<file path="config.mk">
export PLATFORM = sky130hd
export DESIGN_NAME = guess_display_flat
export DESIGN_NICKNAME = d
export VERILOG_FILES = /design/src/rtl/guess_display_if.sv /design/src/rtl/guess_display.sv /design/src/flat_wrapper.sv
export SDC_FILE = /design/constraint.sdc
export NUM_CORES = 1
export LEC_CHECK = 0
export BUFFER_PORTS_ARGS = -buffer_cell sky130_fd_sc_hd__buf_2
export CAP_MARGIN = 20
export CORE_MARGIN = 5
export CORE_UTILIZATION = 35
export CTS_CLUSTER_SIZE = 25
export DETAILED_ROUTE_END_ITERATION = 7
export PLACE_DENSITY_LB_ADDON = 0.1
export SYNTH_ARGS = -nofsm -noshare
export SYNTH_HDL_FRONTEND = slang
export SYNTH_SLANG_ARGS = --single-unit
</file>
<file path="constraint.sdc">
create_clock -name clk -period 3.4 [get_ports clk]
set_clock_uncertainty 0.1 [all_clocks]
set_input_delay 0.34 -clock clk [delete_from_list [all_inputs] [get_ports clk]]
set_output_delay 0.34 -clock clk [all_outputs]
set_load 0.02 [all_outputs]
</file>
<file path="src/rtl/guess_display_if.sv">
// guess_display_if: load/operand/status inputs and multiplexed 7-segment outputs of guess_display
interface guess_display_if;
   logic       load, done, outrange, busy, dp;
   logic [7:0] a, b;
   logic [6:0] seg;
   logic [3:0] an;
   modport master (output load, a, b, done, outrange, input busy, seg, dp, an);
   modport slave (input load, a, b, done, outrange, output busy, seg, dp, an);
endinterface

</file>
<file path="src/rtl/guess_display.sv">
// guess_display: double-dabble BCD conversion of two clamped operands driving a blinking
// 4-digit time-multiplexed active-low 7-segment display with a "donE" override
module guess_display #(
   parameter int SCAN_DIV     = 1000,
   parameter int BLINK_FRAMES = 64
) (
   input logic            clk,
   input logic            rst,
   guess_display_if.slave bus
);
   localparam int DW = $clog2(SCAN_DIV);
   localparam int FW = BLINK_FRAMES > 1 ? $clog2(BLINK_FRAMES) : 1;
   localparam logic [6:0] DIG [16] = '{
      7'b0000001, 7'b1001111, 7'b0010010, 7'b0000110, 7'b1001100,
      7'b0100100, 7'b0100000, 7'b0001111, 7'b0000000, 7'b0000100,
      7'b1111111, 7'b1111111, 7'b1111111, 7'b1111111, 7'b1111111, 7'b1111111};
   typedef enum logic [1:0] {IDLE, SHIFT, COMMIT} state_t;
   state_t        st;
   logic [15:0]   sa, sb;
   logic [2:0]    it;
   logic [3:0]    d3, d2, d1, d0, cur;
   logic [DW-1:0] div;
   logic [FW-1:0] frame;
   logic [1:0]    idx;
   logic          phase, busy, dark;
   logic [6:0]    num, msg;

   function automatic logic [7:0] clamp(input logic [7:0] v);
      return v > 8'd99 ? 8'd99 : v;
   endfunction

   // {bcd tens, bcd ones, binary}: adjust nibbles >=5 then shift one bit in
   function automatic logic [15:0] dabble(input logic [15:0] s);
      logic [15:0] r;
      r = s;
      if (r[15:12] >= 4'd5) r[15:12] = r[15:12] + 4'd3;
      if (r[11:8] >= 4'd5) r[11:8] = r[11:8] + 4'd3;
      return r << 1;
   endfunction

   always_ff @(posedge clk or posedge rst)
      if (rst) begin
         st   <= IDLE;
         busy <= 1'b0;
         sa   <= '0;
         sb   <= '0;
         it   <= '0;
         {d3, d2, d1, d0} <= '0;
      end else case (st)
         IDLE: if (bus.load) begin
            sa   <= {8'd0, clamp(bus.a)};
            sb   <= {8'd0, clamp(bus.b)};
            it   <= '0;
            busy <= 1'b1;
            st   <= SHIFT;
         end
         SHIFT: begin
            sa <= dabble(sa);
            sb <= dabble(sb);
            it <= it + 3'd1;
            if (it == 3'd7) st <= COMMIT;
         end
         default: begin
            {d3, d2} <= sa[15:8];
            {d1, d0} <= sb[15:8];
            busy     <= 1'b0;
            st       <= IDLE;
         end
      endcase

   always_ff @(posedge clk or posedge rst)
      if (rst) begin
         div   <= '0;
         idx   <= '0;
         frame <= '0;
         phase <= 1'b1;
      end else begin
         div <= div == DW'(SCAN_DIV - 1) ? '0 : div + 1'b1;
         if (div == DW'(SCAN_DIV - 1)) begin
            idx <= idx + 2'd1;
            if (idx == 2'd3) begin
               frame <= frame == FW'(BLINK_FRAMES - 1) ? '0 : frame + 1'b1;
               if (frame == FW'(BLINK_FRAMES - 1)) phase <= ~phase;
            end
         end
      end

   always_comb begin
      cur      = idx == 2'd3 ? d3 : idx == 2'd2 ? d2 : idx == 2'd1 ? d1 : d0;
      num      = idx[0] && cur == 4'd0 ? 7'b1111111 : DIG[cur];
      msg      = idx == 2'd3 ? 7'b1000010 : idx == 2'd2 ? 7'b1100010 :
                 idx == 2'd1 ? 7'b1101010 : 7'b0110000;
      dark     = bus.outrange && !phase;
      bus.seg  = bus.done ? msg : dark ? 7'b1111111 : num;
      bus.dp   = bus.done || dark || idx != 2'd2;
      bus.an   = ~(4'b0001 << idx);
      bus.busy = busy;
   end
endmodule

</file>
<file path="src/flat_wrapper.sv">
// flat-port wrapper written by rule: the top's interface ports become plain ports
module guess_display_flat 
#(
   parameter int SCAN_DIV     = 1000,
   parameter int BLINK_FRAMES = 64
)
  (clk, rst, bus_load, bus_a, bus_b, bus_done, bus_outrange, bus_busy, bus_seg, bus_dp, bus_an);
  guess_display_if bus_i ();
  input logic clk;
  input logic rst;
  input wire logic [$bits(bus_i.load)-1:0] bus_load;
  input wire logic [$bits(bus_i.a)-1:0] bus_a;
  input wire logic [$bits(bus_i.b)-1:0] bus_b;
  input wire logic [$bits(bus_i.done)-1:0] bus_done;
  input wire logic [$bits(bus_i.outrange)-1:0] bus_outrange;
  output wire logic [$bits(bus_i.busy)-1:0] bus_busy;
  output wire logic [$bits(bus_i.seg)-1:0] bus_seg;
  output wire logic [$bits(bus_i.dp)-1:0] bus_dp;
  output wire logic [$bits(bus_i.an)-1:0] bus_an;
  assign bus_i.load = bus_load;
  assign bus_i.a = bus_a;
  assign bus_i.b = bus_b;
  assign bus_i.done = bus_done;
  assign bus_i.outrange = bus_outrange;
  assign bus_busy = bus_i.busy;
  assign bus_seg = bus_i.seg;
  assign bus_dp = bus_i.dp;
  assign bus_an = bus_i.an;
  guess_display #(.SCAN_DIV(SCAN_DIV), .BLINK_FRAMES(BLINK_FRAMES)) u_core (.clk(clk), .rst(rst), .bus(bus_i));
endmodule
</file>
## Yosys cells after proc, flatten, opt, wreduce, memory -nomap -nowiden

Memories as Yosys holds them, arrays and structs flattened.
Index checks and enable logic that the tools add are counted.

| word-level totals | value |
|---|---|
| word-level logic and storage cells | 88 |
| memories | 1 |
| memory bits (read-only) | 112 |
| output and inout port bits | 13 |
| flip-flop bits (word level) | 73 |

Memory list:

| name | depth | width | rd ports | clocked after memory_dff | wr ports | line | text |
|---|---|---|---|---|---|---|---|
| (no name shown) | 16 | 7 | 1 | 0 | 0 | guess_display.sv:90 | `num = idx[0] && cur == 4'd0 ? 7'b1111111 : DIG[cur];` |

| operators by class | value |
|---|---|
| multiplexer cells | 30 |
| equality and inequality tests | 10 |
| magnitude comparators | 7 |
| reductions and logical operators | 14 |
| bitwise gates (word level) | 4 |
| shift operators | 1 |
| $add $sub $neg | 8 |

Operator list:

| operator | number |
|---|---|
| 16-bit case mux with 2 select lines | 2 |
| 7-bit 2-to-1 mux | 8 |
| 16-bit 2-to-1 mux | 2 |
| 4-bit 2-to-1 mux | 5 |
| 4-bit by 3-bit greater-or-equal comparator with 1-bit output (second input constant) | 4 |
| 8-bit by 7-bit greater-than comparator with 1-bit output (second input constant) | 2 |
| 8-bit 2-to-1 mux | 2 |
| 10-bit by 1-bit adder with 10-bit output (second input constant) | 1 |
| 10-bit == test (second input constant) | 1 |
| 10-bit 2-to-1 mux | 1 |
| 3-bit 2-to-1 mux | 3 |
| 4-bit by 2-bit adder with 4-bit output (second input constant) | 2 |
| 2-bit AND reduction | 4 |
| 3-bit by 2-bit adder with 3-bit output (second input constant) | 2 |
| 6-bit by 1-bit adder with 6-bit output (second input constant) | 1 |
| 6-bit == test (second input constant) | 1 |
| 6-bit 2-to-1 mux | 1 |
| 3-bit case mux with 2 select lines | 1 |
| 5-bit greater-or-equal comparator (second input constant) | 1 |
| 4-bit inverter with 5-bit output | 1 |
| 2-bit by 1-bit == test with 1-bit output (second input constant) | 2 |
| 2-bit == test (second input constant) | 2 |
| 4-bit zero test | 1 |
| 2-bit 2-to-1 mux | 2 |
| 18 further kinds | 22 |

## Longest topological paths before layout

| depth | value |
|---|---|
| word-level depth | 11 |
| depth in mapped cells | 11 |
| depth with buffers taken out | 10 |

## Least setup slack after synthesis

Ideal clock, no wire load.

| path | value |
|---|---|
| kind | reg2out |
| start | register u_core.idx[0] |
| end | output port bus_seg[3] |
| path slack | 631 ps |
| arrival | 2,329 ps |
| cell stages (with the launch flop) | 11 |
| buffers on the path | 0 |
| data required time | 2,960 ps |
| cells stage by stage | dfrtp_1 > inv_1 > ha_1 > nor3b_1 > a221oi_2 > inv_1 > ha_1 > nand2_1 > o31a_2 > nand2_2 > a2bb2oi_1 |

| on the way | value |
|---|---|
| longest elaborated chain between the ends | 11 |

Ends and longest elaborated chain:

| item | line | text |
|---|---|---|
| start: declaration | guess_display.sv:24 | `logic [1:0] idx;` |
| start signal: assignment | guess_display.sv:80 | `idx <= idx + 2'd1;` |
| 2-bit by 1-bit == test with 1-bit output | guess_display.sv:89, guess_display.sv:92 |  |
| 4-bit 2-to-1 mux (3 in series) | guess_display.sv:89 | `cur = idx == 2'd3 ? d3 : idx == 2'd2 ? d2 : idx == 2'd1 ? d1 : d0;` |
| 4-bit inverter with 5-bit output (implied by the code) | guess_display.sv:90 |  |
| memory 16 x 7 bit | n/a |  |
| 7-bit 2-to-1 mux (implied by the code) (2 in series) | guess_display.sv:90 |  |
| 7-bit 2-to-1 mux | guess_display.sv:90 |  |
| 7-bit 2-to-1 mux | guess_display.sv:94 | `bus.seg = bus.done ? msg : dark ? 7'b1111111 : num;` |
| 7-bit 2-to-1 mux * | guess_display.sv:94 |  |
| end: declaration | flat_wrapper.sv:17 | `output wire logic [$bits(bus_i.seg)-1:0] bus_seg;` |

Mark *: on every way between the ends. The rest lies on a longest branch, timed or not. The select of a mux whose other input is x is not followed.

## Worst setup path in the final report

| path | value |
|---|---|
| start | register u_core.idx[0] |
| end | output port bus_seg[5] |

| on the way | value |
|---|---|
| longest elaborated chain between the ends | 11 |

Ends and longest elaborated chain:

| item | line |
|---|---|
| 2-bit by 1-bit == test with 1-bit output | guess_display.sv:89 |
| 4-bit 2-to-1 mux (3 in series) | guess_display.sv:89 |
| 4-bit inverter with 5-bit output (implied by the code) | guess_display.sv:90 |
| memory 16 x 7 bit | n/a |
| 7-bit 2-to-1 mux (implied by the code) (2 in series) | guess_display.sv:90 |
| 7-bit 2-to-1 mux | guess_display.sv:90 |
| 7-bit 2-to-1 mux | guess_display.sv:94 |
| 7-bit 2-to-1 mux * | guess_display.sv:94 |

Marked as above.

==> reports/qor.yml <==
gp_congestion: 0.750
grt_antenna_before_repair: 0
yosys.cell_count.top_type: "dfrtp_1"
timing_max_transition_violations_final: 0
io_pins: 34
reg2regPathDepth: 4
final_period_minus_worst_setup_slack_ps: 3230
synth.top_cells.by_area: "dfrtp_1, ha_1, mux2_2"
syn_to_final_growth_pct: 16.7
drt_drc_violations_left: 0
clock_tree.htree_level_count: 3
globalRoute.busiestLayer: "met2"
synth_top_area_share_pct: 46.9
final_nets: 456
ys_ff_latch: 73
first_iter_violations: 171
die_y_um: 115
cap_violations: 0
worst_slew_margin_rel_pct: 49.8
grt_pass1_vias: 2852
cp_data_arrival_time_ps: 2790
setup_viol: 0
syn_nets: 419
diode_insertion_count_for_antenna_repair: 0
clockBufferDepth: 2
synth_edf_count: 0
asyncSetResetFlopFracSynth_pct: 100
cts_tree: "built"
hold_viol_final: 0
global_route.usage.met2_pct: 20.8
global_route_overflow: 0
max_slew.worst_pin.slew_ps: 752
largest_net_degree_at_the_start_of_global_routing: 41
ratio_of_final_minimum_period_to_clock_period_pct: 94.9
yosys_warnings: 0
design.die.area_um2: 13200
layout.cells.non_filler: 558
power.leakage_nw: 2.01
regToRegEndpoint: "u_core.frame[1]"
starting_density_pct: 35.6
setup.reg_to_reg.worst_slack_ps: 1290
grt_setup_unrepaired: "false"
drtAntennaViolNets: 0
grtUsageMet1_pct: 17.2
startpoint_types: "flop"
post-dp-hpwl_um: 5590
routed_via_density: 5.04
critical_path_capture_point_type: "primary output"
synthesis.instances: 376
ys_top_cells_by_count: "dfrtp_1, nand2_1, a21oi_1, nor2_1, inv_1"
fmaxAchievable_ghz: 0.310
cts_buffers: 9
post_drt_wl_per_cell_um: 14.4
global_route.usage.met3_pct: 3.32
place_area_um2: 4170
critPathMaxFanout: 15
fp.dieW_um: 115
drtPass1Iterations: 4
clkTransAtPathRegs_ps: 90
timing.critical_path.required_ps: 2960
post_synth_instance_area_um2: 3840
count_of_input_and_output_buffers: 33
routed_wirelength_um: 8060
critical_path.reg2reg.startpoint: "u_core.div[3]"
cts.sink_count: 73
worstHoldPathType: "input pin to asynchronous set/reset pin"
power_per_cell_area_nw_per_um2: 772
mean_syn_cell_area_um2: 10.2
grt_pass1_wl_um: 13600
holdBufCountCts: 0
clk-insertion-delay-late_ps: 350
final_design_area_no_fill_um2: 4480
placeableCoreArea_um2: 10800
clock_tree.root_cell: "clkbuf_8"
synth_top_cell_by_area: "dfrtp_1"
rows: 38
peakVddDrop_v: 0.000322
grtUsageTotal_pct: 12.9
synth_cell_type_count: 57
outcome: "finished clean"
dp_cells: 540
critical_path_class: "flop to primary output"
synth.yosys.seq_area_share_pct: 47.6
flip_flop_cell_with_the_highest_count_after_synthesis: "dfrtp_1"
via_count: 2811
final_layout_size_suffix_gt1_share_pct: 22.0
setup-tns-final_ps: 0
==> routing by layer <==
| layer | up-vias | wire length (um) |
|---|---|---|
| met4 | 0 | 78 |
| met5 | - | 0 |
| met1 | 1351 | 4030 |
| met3 | 5 | 300 |
| li1 | 1405 | - |
| met2 | 50 | 3650 |
==> cell type report <==
type	count	area, um^2
flip-flops and latches	73	1830
clock buffers	10	128
multi-input cells	264	1900
inverters	23	86.3
well taps	140	175
fillers	1072	6310
clock inverters	6	115
repair buffers	42	245
==> kinds of logic after synthesis <==
kind of cell             after synthesis  share of synthesized area [%]
flip-flops                            73                           47.6
AO/OA/AOI/OAI                         95                           16.6
AND/OR/NAND/NOR                      111                           14.9
adder cells (fa/ha/maj)               22                           7.17
XOR/XNOR                              14                           3.19
multiplexers                          22                           6.35
buffers and inverters                 39                           4.20
==> state kept, by name, summed over array words and instances (netlist names) <==
register / count
u_core.phase: 1
u_core.bus.busy: 1
u_core.idx: 2
u_core.sa: 16
u_core.d0: 4
u_core.d1: 4
u_core.d2: 4
u_core.frame: 6
u_core.div: 10
u_core.d3: 4
u_core.st: 2
u_core.sb: 16
u_core.it: 3
==> how the worst max path moves through the flow <==
stage,startpoint,slack (ps),endpoint
2_1_floorplan,u_core.idx[0],630,bus_seg[3]
3_3_place_gp,u_core.idx[0],430,bus_seg[6]
3_5_place_dp,u_core.idx[0],330,bus_seg[5]
4_1_cts,u_core.idx[0],-30,bus_seg[5]
5_1_grt,u_core.idx[0],20,bus_seg[1]
6_report,u_core.idx[0],170,bus_seg[5]
==> timing repair <==
action,CTS,global route
gates resized for setup,1,8
setup endpoints to repair,3,7
gates cloned,0,0
pin swaps,0,1
setup buffers,0,2
==> stage by stage <==
stage / hold WS, ps / utilization [%] / total power [mW] / worst slack, ps
after floorplan: 330 / - / 2.29 / 631
after global placement: 350 / 38.6 / 2.60 / 428
after detailed placement: 360 / 38.6 / 2.62 / 328
after CTS: 43.8 / 40.9 / 3.48 / -28.8
after global routing: 76.3 / 41.5 / 3.73 / 19.6
final: 19.4 / 41.5 / 3.46 / 175
==> power by group <==
group / internal [mW] / total, mW / switching [mW]
logic: 0.570 / 1.25 / 0.681
clock network: 0.492 / 0.838 / 0.346
registers: 1.16 / 1.37 / 0.214
total: 2.22 / 3.46 / 1.24
==> layout by cell type, fill, tap and decap left out, types with 7 or more instances in the layout <==
| cell | n |
|---|---|
| nor2_1 | 27 |
| buf_2 | 33 |
| dfrtp_1 | 72 |
| clkbuf_8 | 9 |
| nor3_1 | 7 |
| nand2_1 | 29 |
| o22ai_1 | 8 |
| a21oi_1 | 28 |
| o21ai_0 | 19 |
| mux2_2 | 15 |
| xnor2_1 | 10 |
| ha_1 | 19 |
| nand2b_1 | 7 |
| inv_1 | 22 |
| buf_4 | 8 |
| nand3_1 | 11 |
==> worst max-delay path, cell delays in order, from the launching register on <==
cell	delay [ps]
dfrtp_1	460
ha_2	430
nor2_1	100
a221o_2	450
ha_1	240
nand2_1	70
o31a_2	170
nand2_2	80
o31a_1	290
buf_2	160
Note: power is estimated with default switching activity, not from simulation.
